`src/rtl/grn_attractor_detector_if.sv`:
```
// Control and result bus of the gene-network attractor detector.
// The initiator (master) starts runs and consumes results; the detector is the slave.
interface grn_attractor_detector_if #(
   parameter int NODES  = 8,
   parameter int STEP_W = 16
);
   logic              start;
   logic [NODES-1:0]  init_state;
   logic              busy;
   logic              res_valid;
   logic              res_ready;
   logic [STEP_W-1:0] res_meet_steps;
   logic [STEP_W-1:0] res_period;
   logic [NODES-1:0]  res_attractor;
   logic              res_timeout;

   modport master (
      output start,
      output init_state,
      output res_ready,
      input  busy,
      input  res_valid,
      input  res_meet_steps,
      input  res_period,
      input  res_attractor,
      input  res_timeout
   );

   modport slave (
      input  start,
      input  init_state,
      input  res_ready,
      output busy,
      output res_valid,
      output res_meet_steps,
      output res_period,
      output res_attractor,
      output res_timeout
   );
endinterface

```
`src/rtl/grn_attractor_detector.sv`:
```
// Step controller and Floyd cycle detector for a Boolean gene-network array.
// Nodes carry a tortoise (s0, half rate inside the node) and a hare (s1). The controller
// loads the nodes, steps both until s0==s1, then freezes the tortoise and steps the hare
// alone to measure the attractor period. One result per run leaves on a valid/ready port.
module grn_attractor_detector #(
   parameter int NODES     = 8,
   parameter int STEP_W    = 16,
   parameter int MAX_STEPS = 4096
) (
   input  logic                    clk,
   input  logic                    rst,
   grn_attractor_detector_if.slave bus,
   input  logic [NODES-1:0]        s0_vec,
   input  logic [NODES-1:0]        s1_vec,
   output logic                    reset_nos,
   output logic [NODES-1:0]        init_state_o,
   output logic                    start_s0,
   output logic                    start_s1
);

   localparam logic [STEP_W-1:0] MAX_C  = STEP_W'(MAX_STEPS);
   localparam logic [STEP_W-1:0] ZERO_C = {STEP_W{1'b0}};
   localparam logic [NODES-1:0]  NZERO  = {NODES{1'b0}};

   typedef enum logic [2:0] {
      ST_IDLE   = 3'd0,
      ST_LOAD   = 3'd1,
      ST_SETTLE = 3'd2,
      ST_STEP   = 3'd3,
      ST_CMP    = 3'd4,
      ST_PSTEP  = 3'd5,
      ST_PCMP   = 3'd6,
      ST_DONE   = 3'd7
   } state_t;

   // Counters stop at the step limit instead of wrapping.
   function automatic logic [STEP_W-1:0] sat_inc(input logic [STEP_W-1:0] v);
      logic [STEP_W-1:0] r;
      if (v >= MAX_C) begin
         r = MAX_C;
      end else begin
         r = v + STEP_W'(1);
      end
      return r;
   endfunction

   state_t            state_q,      state_d;
   logic [NODES-1:0]  init_q,       init_d;
   logic              reset_nos_q,  reset_nos_d;
   logic              start_s0_q,   start_s0_d;
   logic              start_s1_q,   start_s1_d;
   logic              busy_q,       busy_d;
   logic              res_valid_q,  res_valid_d;
   logic [STEP_W-1:0] step_q,       step_d;
   logic [STEP_W-1:0] period_q,     period_d;
   logic [STEP_W-1:0] meet_q,       meet_d;
   logic [NODES-1:0]  attractor_q,  attractor_d;
   logic              timeout_q,    timeout_d;

   // Next-state and next-output computation; strobes default low so they last one cycle.
   always_comb begin
      state_d     = state_q;
      init_d      = init_q;
      reset_nos_d = 1'b0;
      start_s0_d  = 1'b0;
      start_s1_d  = 1'b0;
      busy_d      = busy_q;
      res_valid_d = res_valid_q;
      step_d      = step_q;
      period_d    = period_q;
      meet_d      = meet_q;
      attractor_d = attractor_q;
      timeout_d   = timeout_q;

      case (state_q)
         ST_IDLE: begin
            if (bus.start) begin
               init_d      = bus.init_state;
               busy_d      = 1'b1;
               reset_nos_d = 1'b1;   // high during LOAD
               state_d     = ST_LOAD;
            end else begin
               state_d     = ST_IDLE;
            end
         end
         ST_LOAD: begin
            state_d = ST_SETTLE;
         end
         ST_SETTLE: begin
            // Nodes now show init_state; start a fresh result.
            step_d      = ZERO_C;
            period_d    = ZERO_C;
            meet_d      = ZERO_C;
            attractor_d = NZERO;
            timeout_d   = 1'b0;
            start_s0_d  = 1'b1;      // high during STEP
            start_s1_d  = 1'b1;
            state_d     = ST_STEP;
         end
         ST_STEP: begin
            step_d  = sat_inc(step_q);
            state_d = ST_CMP;
         end
         ST_CMP: begin
            if (s0_vec == s1_vec) begin
               meet_d      = step_q;
               attractor_d = s1_vec;
               period_d    = ZERO_C;
               start_s1_d  = 1'b1;   // high during PSTEP, tortoise frozen
               state_d     = ST_PSTEP;
            end else if (step_q == MAX_C) begin
               meet_d      = step_q;
               timeout_d   = 1'b1;
               period_d    = ZERO_C;
               attractor_d = NZERO;
               res_valid_d = 1'b1;
               state_d     = ST_DONE;
            end else begin
               start_s0_d  = 1'b1;
               start_s1_d  = 1'b1;
               state_d     = ST_STEP;
            end
         end
         ST_PSTEP: begin
            period_d = sat_inc(period_q);
            state_d  = ST_PCMP;
         end
         ST_PCMP: begin
            if (s1_vec == attractor_q) begin
               res_valid_d = 1'b1;
               state_d     = ST_DONE;
            end else if (period_q == MAX_C) begin
               timeout_d   = 1'b1;
               period_d    = ZERO_C;
               attractor_d = NZERO;
               res_valid_d = 1'b1;
               state_d     = ST_DONE;
            end else begin
               start_s1_d  = 1'b1;
               state_d     = ST_PSTEP;
            end
         end
         ST_DONE: begin
            // Result held until accepted; start pulses here are dropped.
            if (bus.res_ready) begin
               res_valid_d = 1'b0;
               busy_d      = 1'b0;
               state_d     = ST_IDLE;
            end else begin
               state_d     = ST_DONE;
            end
         end
         default: begin
            res_valid_d = 1'b0;
            busy_d      = 1'b0;
            state_d     = ST_IDLE;
         end
      endcase
   end

   // State and output registers with asynchronous active-low reset.
   always_ff @(posedge clk or negedge rst) begin
      if (!rst) begin
         state_q     <= ST_IDLE;
         init_q      <= NZERO;
         reset_nos_q <= 1'b0;
         start_s0_q  <= 1'b0;
         start_s1_q  <= 1'b0;
         busy_q      <= 1'b0;
         res_valid_q <= 1'b0;
         step_q      <= ZERO_C;
         period_q    <= ZERO_C;
         meet_q      <= ZERO_C;
         attractor_q <= NZERO;
         timeout_q   <= 1'b0;
      end else begin
         state_q     <= state_d;
         init_q      <= init_d;
         reset_nos_q <= reset_nos_d;
         start_s0_q  <= start_s0_d;
         start_s1_q  <= start_s1_d;
         busy_q      <= busy_d;
         res_valid_q <= res_valid_d;
         step_q      <= step_d;
         period_q    <= period_d;
         meet_q      <= meet_d;
         attractor_q <= attractor_d;
         timeout_q   <= timeout_d;
      end
   end

   assign reset_nos          = reset_nos_q;
   assign init_state_o       = init_q;
   assign start_s0           = start_s0_q;
   assign start_s1           = start_s1_q;
   assign bus.busy           = busy_q;
   assign bus.res_valid      = res_valid_q;
   assign bus.res_meet_steps = meet_q;
   assign bus.res_period     = period_q;
   assign bus.res_attractor  = attractor_q;
   assign bus.res_timeout    = timeout_q;

endmodule

```
`src/flat_wrapper.sv`:
```
// flat-port wrapper written by rule: the top's interface ports become plain ports
module grn_attractor_detector_flat 
#(
   parameter int NODES     = 8,
   parameter int STEP_W    = 16,
   parameter int MAX_STEPS = 4096
)
  (clk, rst, s0_vec, s1_vec, reset_nos, init_state_o, start_s0, start_s1, bus_start, bus_init_state, bus_res_ready, bus_busy, bus_res_valid, bus_res_meet_steps, bus_res_period, bus_res_attractor, bus_res_timeout);
  grn_attractor_detector_if #(.NODES(NODES), .STEP_W(STEP_W)) bus_i ();
  input  logic clk;
  input  logic rst;
  input  logic [NODES-1:0] s0_vec;
  input  logic [NODES-1:0] s1_vec;
  output logic reset_nos;
  output logic [NODES-1:0] init_state_o;
  output logic start_s0;
  output logic start_s1;
  input wire logic [$bits(bus_i.start)-1:0] bus_start;
  input wire logic [$bits(bus_i.init_state)-1:0] bus_init_state;
  input wire logic [$bits(bus_i.res_ready)-1:0] bus_res_ready;
  output wire logic [$bits(bus_i.busy)-1:0] bus_busy;
  output wire logic [$bits(bus_i.res_valid)-1:0] bus_res_valid;
  output wire logic [$bits(bus_i.res_meet_steps)-1:0] bus_res_meet_steps;
  output wire logic [$bits(bus_i.res_period)-1:0] bus_res_period;
  output wire logic [$bits(bus_i.res_attractor)-1:0] bus_res_attractor;
  output wire logic [$bits(bus_i.res_timeout)-1:0] bus_res_timeout;
  assign bus_i.start = bus_start;
  assign bus_i.init_state = bus_init_state;
  assign bus_i.res_ready = bus_res_ready;
  assign bus_busy = bus_i.busy;
  assign bus_res_valid = bus_i.res_valid;
  assign bus_res_meet_steps = bus_i.res_meet_steps;
  assign bus_res_period = bus_i.res_period;
  assign bus_res_attractor = bus_i.res_attractor;
  assign bus_res_timeout = bus_i.res_timeout;
  grn_attractor_detector #(.NODES(NODES), .STEP_W(STEP_W), .MAX_STEPS(MAX_STEPS)) u_core (.clk(clk), .rst(rst), .bus(bus_i), .s0_vec(s0_vec), .s1_vec(s1_vec), .reset_nos(reset_nos), .init_state_o(init_state_o), .start_s0(start_s0), .start_s1(start_s1));
endmodule
```
`config.mk`:
```
export PLATFORM = sky130hd
export DESIGN_NAME = grn_attractor_detector_flat
export DESIGN_NICKNAME = d
export VERILOG_FILES = /design/src/rtl/grn_attractor_detector_if.sv /design/src/rtl/grn_attractor_detector.sv /design/src/flat_wrapper.sv
export SDC_FILE = /design/constraint.sdc
export NUM_CORES = 1
export LEC_CHECK = 0
export CAP_MARGIN = 30
export CORE_MARGIN = 2
export CORE_UTILIZATION = 46
export CTS_BUF_LIST = sky130_fd_sc_hd__clkbuf_4
export DETAILED_ROUTE_END_ITERATION = 7
export GPL_ROUTABILITY_DRIVEN = 0
export GPL_TIMING_DRIVEN = 0
export PLACE_DENSITY = 0.8
export SLEW_MARGIN = 20
export SYNTH_ARGS = -nofsm -noshare
export SYNTH_HDL_FRONTEND = slang
export SYNTH_SLANG_ARGS = --single-unit
```
`constraint.sdc`:
```
create_clock -name clk -period 2.5 [get_ports clk]
set_clock_uncertainty 0.2 [all_clocks]
set_input_delay 0.625 -clock clk [delete_from_list [all_inputs] [get_ports clk]]
set_output_delay 0.625 -clock clk [all_outputs]
set_load 0.02 [all_outputs]
```
==> out/qor.yml <==
ys_ff_latch: 73
wl_per_cell_um: 15.8
synthMostInstantiatedCell: "dfrtp_1"
cp-end-kind: "flip-flop"
dieArea_um2: 8420
synthTopCellsByCount: "dfrtp_1 (73), nand2_1 (57), o21ai_0 (51)"
synth_cells: 360
hold_violations: 0
antenna_found_initial: 1
dr.pass1.iters: 4
slew_headroom: 0.547
wl_met2_um: 4310
drv_cap: 0
overflow: 0
wl_met1_um: 3820
cts_max_level: 3
min_path_type: "reg -> reg"
cp_max_fo: 4
vias: 3158
nNetsFinal: 495
fin_crit_sh: 0.982
die_x_um: 91.7
ys_async_sr_fraction: 1.00
highest-signal-layer: "met4"
yosysTopAreaCellShare: 0.516
criticalPathCategory: "in -> reg"
grt_pass1_wl_um: 14400
grt_max_degree: 46
grt_pass1_vias: 3013
period_needed_ns: 2.45
p_per_area_nw_per_um2: 783
worstPathRequired_ns: 2.63
rows: 31
cts_buffers: 9
p_leak_uw: 0.00210
post-route-util: 0.651
area_growth_pct: 35.4
synth_edf_count: 0
sw_frac_of_total: 0.384
worst_setup_path_start_kind: "primary input"
max_clock_freq_ghz: 0.407
power_frac_comb: 0.422
finalSetupViolations: 0
wl_met3_um: 647
cts_tree: "done"
dp.cells: 541
root_buffer: "clkbuf_4"
instances_no_fill: 567
clkSlewWorstSetupHoldPaths_ns: 0.12
cts.sinks: 73
drc: 0
grt_util_all_layers: 0.214
synth_area_um2: 3540
dieHeight_um: 91.7
synth_top_area_cell: "dfrtp_1"
tightest_slew_ns: 0.662
internal-power_uw: 2310
cts_buffer_depth: 2
power_uw: 3760
outcome: "complete, no violations"
hpwl_um: 5960
core_area_um2: 7370
power_frac_clock: 0.191
synthFlopType: "dfrtp_1"
pwr-share-seq: 0.387
finalMaxSlewViolations: 0
ir_worst_vdd_mv: 0.548
cp.arrival_ns: 2.59
power_switching_uw: 1440
synth_nets: 392
drive_gt1_frac: 0.128
ys_top_cells_by_area: "dfrtp_1 (52%), o21ai_0 (7.2%), nand2_1 (6.0%)"
design_area_um2: 4790
viasPerCell: 5.57
place_area_um2: 4500
synth_cell_types: 46
initial_core_util: 0.480
synth.avg_cell_area_um2: 9.84
io_pins: 82
io_buffer_count: 81
ys_seq_area_frac: 0.516
rsz0062_at_grt: "true"
ys_warn_count: 0
clock_latency_ns: 0.43
drt_iter0_markers: 281
final_antenna_net_count: 0
drt-total-wl_um: 8940
-- registers in the layout (all words and copies together) (netlist names), 3 cells and up --
signal / cells
u_core.bus.res_meet_steps: 16
u_core.state_q: 3
u_core.step_q: 16
u_core.bus.res_attractor: 8
u_core.bus.res_period: 16
u_core.init_state_o: 8
-- power groups by stage --
stage	sequential, µW	clock [µW]	combinational, µW
final	1450	716	1590
after global placement	1470	0	1350
after floorplan	1600	0	720
after detailed placement	1480	0	1390
after global routing	1480	785	1740
after CTS	1450	731	1430
-- area by class of cell --
type / count / area [µm²]
Clock buffer: 9 / 67.6
Tap cell: 99 / 124
Clock inverter: 6 / 58.8
Timing Repair Buffer: 92 / 931
Fill cell: 612 / 2570
Antenna cell: 1 / 2.50
Inverter: 9 / 33.8
Buffer: 13 / 68.8
Sequential cell: 73 / 1830
Multi-Input combinational cell: 265 / 1680
-- critical path, stage by stage --
cell and delay, ns:
clkdlybuf4s50_1 0.48, xnor2_1 0.13, nand4_1 0.27, o211ai_1 0.35, o211ai_1 0.24, buf_4 0.22
a211o_1 0.28
-- cells by family (layout without fill, tap and decap cells) --
group,count (synthesis),in the layout,share of synthesized area
buffers and inverters,22,129,0.0276
muxes,9,9,0.0283
AOI/OAI and AO/OA,98,98,0.171
and+or+nand+nor,135,135,0.196
other,0,1,0
DFF,73,73,0.516
adders and majority gates,4,4,0.0141
xor gates and xnor gates,19,19,0.0470
-- repair_timing --
item	CTS	global route
hold buffers	1	0
gates resized for setup	3	37
hold endpoints to repair	28	0
endpoints found under the setup margin	32	41
setup buffers	1	6
cloned	0	2
pin swaps	6	20
-- layer usage --
| metal | up-vias | global-route usage |
|---|---|---|
| met1 | 1540 | 0.285 |
| met5 | - | 0 |
| met4 | 0 | 0.0871 |
| met3 | 13 | 0.0526 |
| li1 | 1486 | - |
| met2 | 119 | 0.338 |
-- per-stage QoR --
stage,setup TNS (ns),setup WS (ns),hold slack [ns]
6_report,0,0.0457,0.319
4_1_cts,0,0.000308,0.324
5_1_grt,-0.175,-0.0391,0.333
3_5_place_dp,-20.76,-0.623,0.296
2_1_floorplan,0,0.263,0.129
3_3_place_gp,-158.62,-1.89,0.289
-- worst paths after layout --
kind                                                      endpoint                                  from  depth (start not counted)  slack [ns]
min reg2reg                     u_core.init_state_o[4]$_DFFE_PN0P_    u_core.init_state_o[4]$_DFFE_PN0P_                          1        0.32
max in group asynchronous             u_core.step_q[6]$_DFFE_PN0P_                                   rst                          3        1.08
max                          u_core.bus.res_period[11]$_DFFE_PN0P_                             s0_vec[1]                          7        0.05
min in group asynchronous     u_core.bus.res_period[3]$_DFFE_PN0P_                                   rst                          2        0.45
min                             u_core.init_state_o[4]$_DFFE_PN0P_    u_core.init_state_o[4]$_DFFE_PN0P_                          1        0.32
max reg2reg                u_core.bus.res_attractor[6]$_DFFE_PN0P_  u_core.bus.res_period[0]$_DFFE_PN0P_                          9        0.07
-- placed cells by master (no fill, tap or decap), drive strengths merged, types with 4 or more instances in the layout --
| cell | instances |
|---|---|
| dlymetal6s2s | 7 |
| buf | 17 |
| ha | 4 |
| clkbuf | 16 |
| nand4 | 8 |
| nor4b | 4 |
| and3 | 11 |
| mux2 | 8 |
| inv | 10 |
| nand2 | 57 |
| a22o | 13 |
| and2 | 6 |
| nand3 | 10 |
| nor3 | 8 |
| xnor2 | 16 |
| clkdlybuf4s50 | 72 |
| dfrtp | 73 |
| a21oi | 13 |
| o21ai | 52 |
| nor2 | 21 |
No activity file was read; power rests on OpenSTA's default activity.
